[src/rtl/pwm_dither_gen.sv]
// Dithered PWM for the slow-DAC pin: 8-bit coarse compare plus a 16-bit per-period dither pattern.
// Optional feature macro: PWM_DITHER_EN (undefined: coarse compare only, dither bits not stored).
module pwm_dither_gen #(
  parameter int unsigned PERIOD = 156,
  parameter int unsigned SEQ    = 16,
  parameter int unsigned CW     = 24
) (
  input  logic          clk,
  input  logic          rst,
  input  logic [CW-1:0] cfg,
  output logic          pwm_o,
  output logic          cfg_ld,
  output logic          frame_o
);

  localparam int unsigned PW    = 16;
  localparam int unsigned HW    = CW - PW;
  localparam int unsigned CNT_W = $clog2(PERIOD);
  localparam int unsigned IDX_W = $clog2(SEQ);
  localparam int unsigned CMP_W = CNT_W + 1;
`ifdef PWM_DITHER_EN
  localparam int unsigned CFG_RW = CW;
`else
  localparam int unsigned CFG_RW = HW;
`endif

  logic [CNT_W-1:0]  cnt;
  logic [IDX_W-1:0]  idx;
  logic [CFG_RW-1:0] cfg_r;
  logic [CMP_W-1:0]  cmp;

  logic              cnt_wrap;
  logic              idx_wrap;
  logic              boundary;
  logic [CNT_W-1:0]  cnt_n;
  logic [IDX_W-1:0]  idx_n;
  logic [HW-1:0]     hi_src;
  logic [CMP_W-1:0]  sum;
  logic [CMP_W-1:0]  cmp_n;
`ifdef PWM_DITHER_EN
  logic [PW-1:0]     pat_src;
`else
  logic              unused_pat;
  assign unused_pat = ^cfg[PW-1:0];
`endif

  // Counter advance and saturated compare for the period about to start
  always_comb begin
    cnt_wrap = (cnt == CNT_W'(PERIOD - 1));
    idx_wrap = (idx == IDX_W'(SEQ - 1));
    boundary = cnt_wrap && idx_wrap;
    cnt_n    = cnt_wrap ? '0 : cnt + CNT_W'(1);
    idx_n    = idx;
    if (cnt_wrap) begin
      idx_n = idx_wrap ? '0 : idx + IDX_W'(1);
    end
    hi_src = boundary ? cfg[CW-1:PW] : cfg_r[CFG_RW-1 -: HW];
`ifdef PWM_DITHER_EN
    pat_src = boundary ? cfg[PW-1:0] : cfg_r[PW-1:0];
    sum     = CMP_W'(hi_src) + CMP_W'(pat_src[idx_n]);
`else
    sum     = CMP_W'(hi_src);
`endif
    cmp_n = (sum > CMP_W'(PERIOD)) ? CMP_W'(PERIOD) : sum;
  end

  always_ff @(posedge clk) begin
    if (!rst) begin
      cnt     <= CNT_W'(PERIOD - 1);
      idx     <= IDX_W'(SEQ - 1);
      cfg_r   <= '0;
      cmp     <= '0;
      pwm_o   <= 1'b0;
      cfg_ld  <= 1'b0;
      frame_o <= 1'b0;
    end else begin
      cnt     <= cnt_n;
      idx     <= idx_n;
      cfg_ld  <= boundary;
      frame_o <= boundary;
      if (boundary) begin
`ifdef PWM_DITHER_EN
        cfg_r <= cfg;
`else
        cfg_r <= cfg[CW-1:PW];
`endif
      end
      if (cnt_wrap) begin
        cmp <= cmp_n;
      end
      // Uses pre-edge cnt/cmp: one cycle latency, no glitch at the wrap when cmp==PERIOD
      pwm_o <= (CMP_W'(cnt) < cmp);
    end
  end

endmodule

[config.mk]
export PLATFORM = sky130hd
export DESIGN_NAME = pwm_dither_gen
export DESIGN_NICKNAME = d
export VERILOG_FILES = /design/src/rtl/pwm_dither_gen.sv
export SDC_FILE = /design/constraint.sdc
export NUM_CORES = 1
export LEC_CHECK = 0
export CORE_ASPECT_RATIO = 0.5
export CORE_MARGIN = 5
export CORE_UTILIZATION = 49
export DETAILED_ROUTE_END_ITERATION = 12
export PLACE_DENSITY_LB_ADDON = 0.1
export SETUP_SLACK_MARGIN = 0.3
export SYNTH_ARGS = -nofsm -noshare
export SYNTH_HDL_FRONTEND = slang
export SYNTH_SLANG_ARGS = --single-unit
[constraint.sdc]
create_clock -name clk -period 2.7 [get_ports clk]
set_clock_uncertainty 0.2 [all_clocks]
set_input_delay 0.54 -clock clk [delete_from_list [all_inputs] [get_ports clk]]
set_output_delay 0.54 -clock clk [all_outputs]
set_load 0.01 [all_outputs]
==> results_dict.tcl, run 1 <==
set metrics [dict create \
    clock.fmax_ghz 0.455 \
    synthFlopType "dfxtp_1" \
    ys_types 36 \
    numCtsBuffers 5 \
    endpoint_kind "register" \
    io_pins 29 \
    syn_nets 178 \
    r2r-end "cmp[0]$_SDFFE_PN0N_" \
    rows 13 \
    crit_slowest_cell "dfxtp_1" \
    placed_cells_incl_taps 192 \
    worstMarginPinSlew_ps 554 \
    grt_antenna_before_repair 0 \
    grt_pass1_vias 991 \
    worstPathArrival_ps 2200 \
    post_route_cells_drive_above_1_share_pct 12.2 \
    fin_util_pct 62.1 \
    cp_slowest_stage_delay_ps 390 \
    p_leak_nw 0.611 \
    fp.dieW_um 84.6 \
    start_kind "register" \
    ys_seq_area_share_pct 44.0 \
    hold_class "reg -> reg" \
    power_density_nw_per_um2 1080 \
    wl_per_cell_um 13.9 \
    synth-seq-cells 30 \
    finalCritPeriodShare_pct 81.4 \
    critPathKind "reg -> reg" \
    m1WireLength_um 1490 \
    drtPass1Iterations 4 \
    synth_common_cells "30 x dfxtp_1, 16 x nor2_1, 10 x nand2_1, 10 x o21ai_0, 9 x ha_1" \
    drv_cap 0 \
    design.core.area_um2 2640 \
    yosys_warnings 0 \
    period_minus_slack_ps 2200 \
    routed-wl-met2_um 1130 \
    clk_pin_slew_ps 60 \
    die_area_um2 4010 \
    final_nets 198 \
    cp-startpoint "cnt[1]$_SDFF_PN1_" \
    dpl_cell_area_um2 1530 \
    drc 0 \
    grt_max_degree 17 \
    start_util_pct 51.8 \
    grtUsageTotal_pct 15.7 \
    hpwlAfterDp_um 2120 \
    synth.largest_area_cell "dfxtp_1" \
    clock_sinks 30 \
    ant_nets 0 \
    dr.first_iter.drc_count 21 \
    synth_cells 143 \
    r2r-start "cnt[1]$_SDFF_PN1_" \
    final_cells 201 \
    ff2ff_path_depth 7 \
    max-vdd-ir-drop_uv 689 \
    finalSetupViolCount 0 \
    stdcell_area_um2 1640 \
    rrSetupSlack_ps 500 \
    portBuffers 12 \
    viasPerCell 5.24 \
    holdCritStartpoint "cmp[6]$_SDFFE_PN0N_" \
    grt_overflow 0 \
    dr.max_layer_used "met4" \
    cts_root_buf "clkbuf_8" \
    antenna-diode-count 0 \
    run_status "complete, no violations" \
    hold_violations 0 \
    die_h_um 47.3 \
    avgSynthCellArea_um2 9.55 \
    synth_area_leaders "dfxtp_1 44%, ha_1 8.2%, mux2i_1 5.9%" \
    slew_violations 0 \
    async_flop_share_pct 0 \
    clock_path_buffers 2 \
    place.gp.congestion 0.743 \
    worstSkewPairLatency_ps 280 \
    synth_most_common_cell "dfxtp_1" \
    critPathMaxFanout 10 \
    endpoint "cmp[0]$_SDFFE_PN0N_" \
    dr_wl_met3_um 138 \
    synth_top_area_share_pct 44.0 \
    grt_first_pass_wirelength_um 4660 \
    vias 1053 \
    synth_edf_count 0 \
    wl_um 2800 \
    rsz0062_at_grt "false" \
    crit_chain "ha_1 > nand3b_1 > nor3_2 > buf_4 > mux2i_2 > nand3_1 > o22ai_1" \
    synthesis.area_um2 1370 \
    tns_ps 0 \
    holdBufCountCts 0 \
    cp.required_ps 2700 \
    syn_to_final_growth_pct 19.9 \
    cts_tree "yes" \
    slew_headroom_pct 62.8 \
    htreeDepth 2 \
]
[worst min-delay path by stage]
| stage | end | slack (ps) | cells past startpoint |
|---|---|---|---|
| after floorplan | cmp[0]$_SDFFE_PN0N_ | 250 | 2 |
| after global placement | cmp[0]$_SDFFE_PN0N_ | 270 | 2 |
| after detailed placement | cmp[6]$_SDFFE_PN0N_ | 290 | 2 |
| after CTS | cmp[6]$_SDFFE_PN0N_ | 300 | 2 |
| after global routing | cmp[1]$_SDFFE_PN0N_ | 330 | 2 |
| final | cmp[6]$_SDFFE_PN0N_ | 290 | 2 |
[routing by layer]
metal  vias up  global-route usage [%]
met3         7                    5.25
met1       481                    20.9
met5         -                       0
li1        544                       -
met4         0                    6.62
met2        21                    23.8
[cells in the final DEF, fill, tap and decap left out, drive strengths merged, types with 4 or more instances in the layout]
cell type and n:
dfxtp 30, nor2 16, clkdlybuf4s50 12, o21ai 11
nand2 10, ha 9, inv 8, mux2i 8
clkbuf 7, nand3 6, xor2 5, buf 5
o22ai 4
[worst max-delay path: cells and delay by family, from the launching register on]
| family | cells | cell delay, ps |
|---|---|---|
| compound gates | 1 | 180 |
| fa+ha+maj | 1 | 260 |
| mux | 1 | 270 |
| simple gates | 3 | 580 |
| buf+inv | 1 | 230 |
| flops | 1 | 390 |
[sequential cells by signal, summed over array words and instances (netlist names)]
signal	cells
cmp	8
idx	4
pwm_o	1
cnt	8
cfg_r	8
frame_o	1
[area by class of cell]
type | count | area (µm²)
Clock inverter | 1 | 5.00
Tap cell | 37 | 46.3
Fill cell | 234 | 998
Timing Repair Buffer | 17 | 158
Inverter | 9 | 33.8
Sequential cell | 30 | 601
Clock buffer | 7 | 86.3
Multi-Input combinational cell | 100 | 707
[logic make-up (layout without fill, tap and decap cells)]
family | count (synthesis) | count (layout) | share of synthesized area, %
xor+xnor | 8 | 8 | 5.13
mux | 10 | 10 | 7.52
fa+ha+maj | 9 | 9 | 8.25
simple gates | 47 | 47 | 18.2
flops | 30 | 30 | 44.0
buf+inv | 13 | 34 | 4.49
compound gates | 26 | 26 | 12.5
[stage by stage]
stage | hold WS, ps | total power, W | worst slack, ps
finish | 291 | 0.00177 | 503
global route | 327 | 0.00191 | 352
CTS | 298 | 0.00177 | 401
detailed placement | 289 | 0.00140 | 411
global placement | 268 | 0.00137 | 439
floorplan | 253 | 0.00121 | 702
[what timing repair did]
action	in CTS	in global routing
gates resized for setup	0	1
setup buffers	0	1
setup endpoints to repair	0	6
[where the power goes]
| part | switching [W] | internal, W |
|---|---|---|
| clock | 0.000164 | 0.000205 |
| sequential | 0.000108 | 0.000572 |
| combinational | 0.000382 | 0.000341 |
| total | 0.000654 | 0.00112 |
Note: power is estimated with default switching activity, not from simulation.
==> inputs of run 2 (changes only) <==
==> constraint.sdc (replaced) <==
create_clock -name clk -period 2.2 [get_ports clk]
set_clock_uncertainty 0.2 [all_clocks]
set_input_delay 0.44 -clock clk [delete_from_list [all_inputs] [get_ports clk]]
set_output_delay 0.44 -clock clk [all_outputs]
set_load 0.01 [all_outputs]
==> run 2 against run 1 <==
Compared with the run above:
- sequential share of layout area decreased by 3.7 points
- cell count is 6.0% higher
- clock-buffer cell count is the same
- core utilization grew 8.1 points
- hold slack about the same
- critical endpoint is now cmp[2]$_SDFFE_PN0N_
- largest cell class unchanged
- highest routed layer unchanged
==> results_dict.tcl, run 2 (synthesis gave the netlist of run 1 again) <==
set metrics [dict create \
    rrSetupSlack_ps 260 \
    drc 0 \
    register_area_um2 609 \
    slew_violations 0 \
    p_sw_w 0.000936 \
    design.core.area_um2 2640 \
    worstPathArrival_ps 1910 \
    r2r-end "cmp[2]$_SDFFE_PN0N_" \
    grtUsageTotal_pct 17.9 \
    ant_nets 0 \
    clock_path_buffers 2 \
    die_h_um 47.3 \
    critPathKind "reg -> reg" \
    cts_tree "yes" \
    hold_depth 2 \
    final_nets 210 \
    dr.first_iter.drc_count 56 \
    drv_cap 0 \
    holdBufCountCts 0 \
    critPathMaxFanout 7 \
    htreeDepth 2 \
    vias 1120 \
    place.gp.congestion 0.784 \
    min_to "cmp[6]$_SDFFE_PN0N_" \
    fin_hold_ws_ps 292 \
    rows 13 \
    rsz0062_at_grt "true" \
    cp.required_ps 2170 \
    p_leak_nw 0.689 \
    finalSetupViolCount 0 \
    hpwlAfterDp_um 2200 \
    period_minus_slack_ps 1940 \
    slew_headroom_pct 61.5 \
    p_total_w 0.00253 \
    die_area_um2 4010 \
    dpl_worst_slack_ps 106 \
    p_seq_share_pct 33.5 \
    hold_class "reg -> reg" \
    grt_antenna_before_repair 0 \
    power_density_nw_per_um2 1370 \
    fp.dieW_um 84.6 \
    grt_max_degree 17 \
    crit_chain "ha_4 > nand3b_1 > nor3_4 > buf_6 > mux2i_4 > nand2_2 > o221a_2" \
    swShare_pct 36.9 \
    crit_slowest_cell "dfxtp_2" \
    cts_root_buf "clkbuf_8" \
    viasPerCell 5.26 \
    cp_slowest_stage_delay_ps 350 \
    grt_overflow 0 \
    clock_sinks 30 \
    crit_family "simple AND/OR/NAND/NOR gates" \
    path_buf_inv 1 \
    combPwrFrac_pct 48.5 \
    r2r-start "cnt[1]$_SDFF_PN1_" \
    grt_first_pass_wirelength_um 5290 \
    setup_slack_ps 260 \
    drtPass1Iterations 4 \
    ff2ff_path_depth 7 \
    holdCritStartpoint "cmp[6]$_SDFFE_PN0N_" \
    antenna-diode-count 0 \
    numCtsBuffers 5 \
    grt_pass1_vias 1106 \
    final_common_cell "dfxtp_1" \
    portBuffers 12 \
    endpoint_kind "register" \
    max-vdd-ir-drop_uv 919 \
    worstMarginPinSlew_ps 573 \
    p_int_w 0.00160 \
    most-common-layout-cells "25 x dfxtp_1, 15 x nor2_1, 15 x buf_4" \
    worstSkewPairLatency_ps 280 \
    clock.fmax_ghz 0.516 \
    start_kind "register" \
    finalCritPeriodShare_pct 88.2 \
    post_route_cells_drive_above_1_share_pct 27.8 \
    tns_ps 0 \
    final.fill_count 207 \
    wl_um 3270 \
    io_pins 29 \
    hold_violations 0 \
    clk_pin_slew_ps 60 \
    wl_per_cell_um 15.4 \
    multi_input_area_um2 813 \
    top_regs "cfg_r x8, cmp x8, cnt x8" \
    syn_to_final_growth_pct 35.5 \
    start_util_pct 51.8 \
    clockPowerShare_pct 18.0 \
    run_status "complete, no violations" \
]
[run 2: changes by cell type in the layout (fill, tap and decap cells not counted), sizes merged]
cell  change
buf      +12
[run 2: layer usage]
metal	global-route usage [%]	vias up	part of all wire, %	wire, µm
met1	24.5	524	49	1600
met4	5.68	0	1.0	34
li1	-	569	-	-
met2	27.5	22	45	1470
met5	0	-	0	0
met3	5.78	5	5.2	169
[run 2: cell type report]
class                           count  share of cell area (%)
Timing Repair Buffer               29                    13.8
Multi-Input combinational cell    100                    44.0
Tap cell                           37                    2.50
Sequential cell                    30                    32.9
Clock inverter                      1                   0.271
Inverter                            9                    1.83
Clock buffer                        7                    4.67
[run 2: how the worst max path moves through the flow]
stage	startpoint	end	slack, ps	cells after the start
4_1_cts	cnt[1]$_SDFF_PN1_	cmp[3]$_SDFFE_PN0N_	280	7
3_5_place_dp	cfg[23]	cmp[0]$_SDFFE_PN0N_	110	6
3_3_place_gp	cfg[23]	cmp[5]$_SDFFE_PN0N_	120	6
2_1_floorplan	idx[0]$_SDFFE_PN1N_	cmp[2]$_SDFFE_PN0N_	300	7
5_1_grt	cnt[0]$_SDFF_PN1_	cmp[1]$_SDFFE_PN0N_	200	7
6_report	cnt[1]$_SDFF_PN1_	cmp[2]$_SDFFE_PN0N_	260	7
[run 2: metrics by stage]
stage	area [µm²]	utilization (%)	cells
6_report	1850	70.2	213
5_1_grt	1850	70.2	213
4_1_cts	1770	67.1	212
3_5_place_dp	1600	60.5	199
3_3_place_gp	1600	60.5	199
2_1_floorplan	1370	-	143
[run 2: worst register-to-register path, stage by stage (launching register included)]
cell,delay (ps)
dfxtp_2,350
ha_4,130
nand3b_1,170
nor3_4,200
buf_6,160
mux2i_4,290
nand2_2,90
o221a_2,240
[run 2: what timing repair did]
item                                    4_1_cts  5_1_grt
pin swaps                                     3        3
endpoints found under the setup margin       11       15
resized for setup                             8       16
setup buffers                                 5        1
[run 2: power by group through the flow]
stage	combinational [W]	clock (W)	sequential (W)
floorplan	0.000668	0	0.000821
global placement	0.000936	0	0.000827
detailed placement	0.000953	0	0.000834
CTS	0.00107	0.000464	0.000824
global route	0.00137	0.000499	0.000869
finish	0.00123	0.000456	0.000848
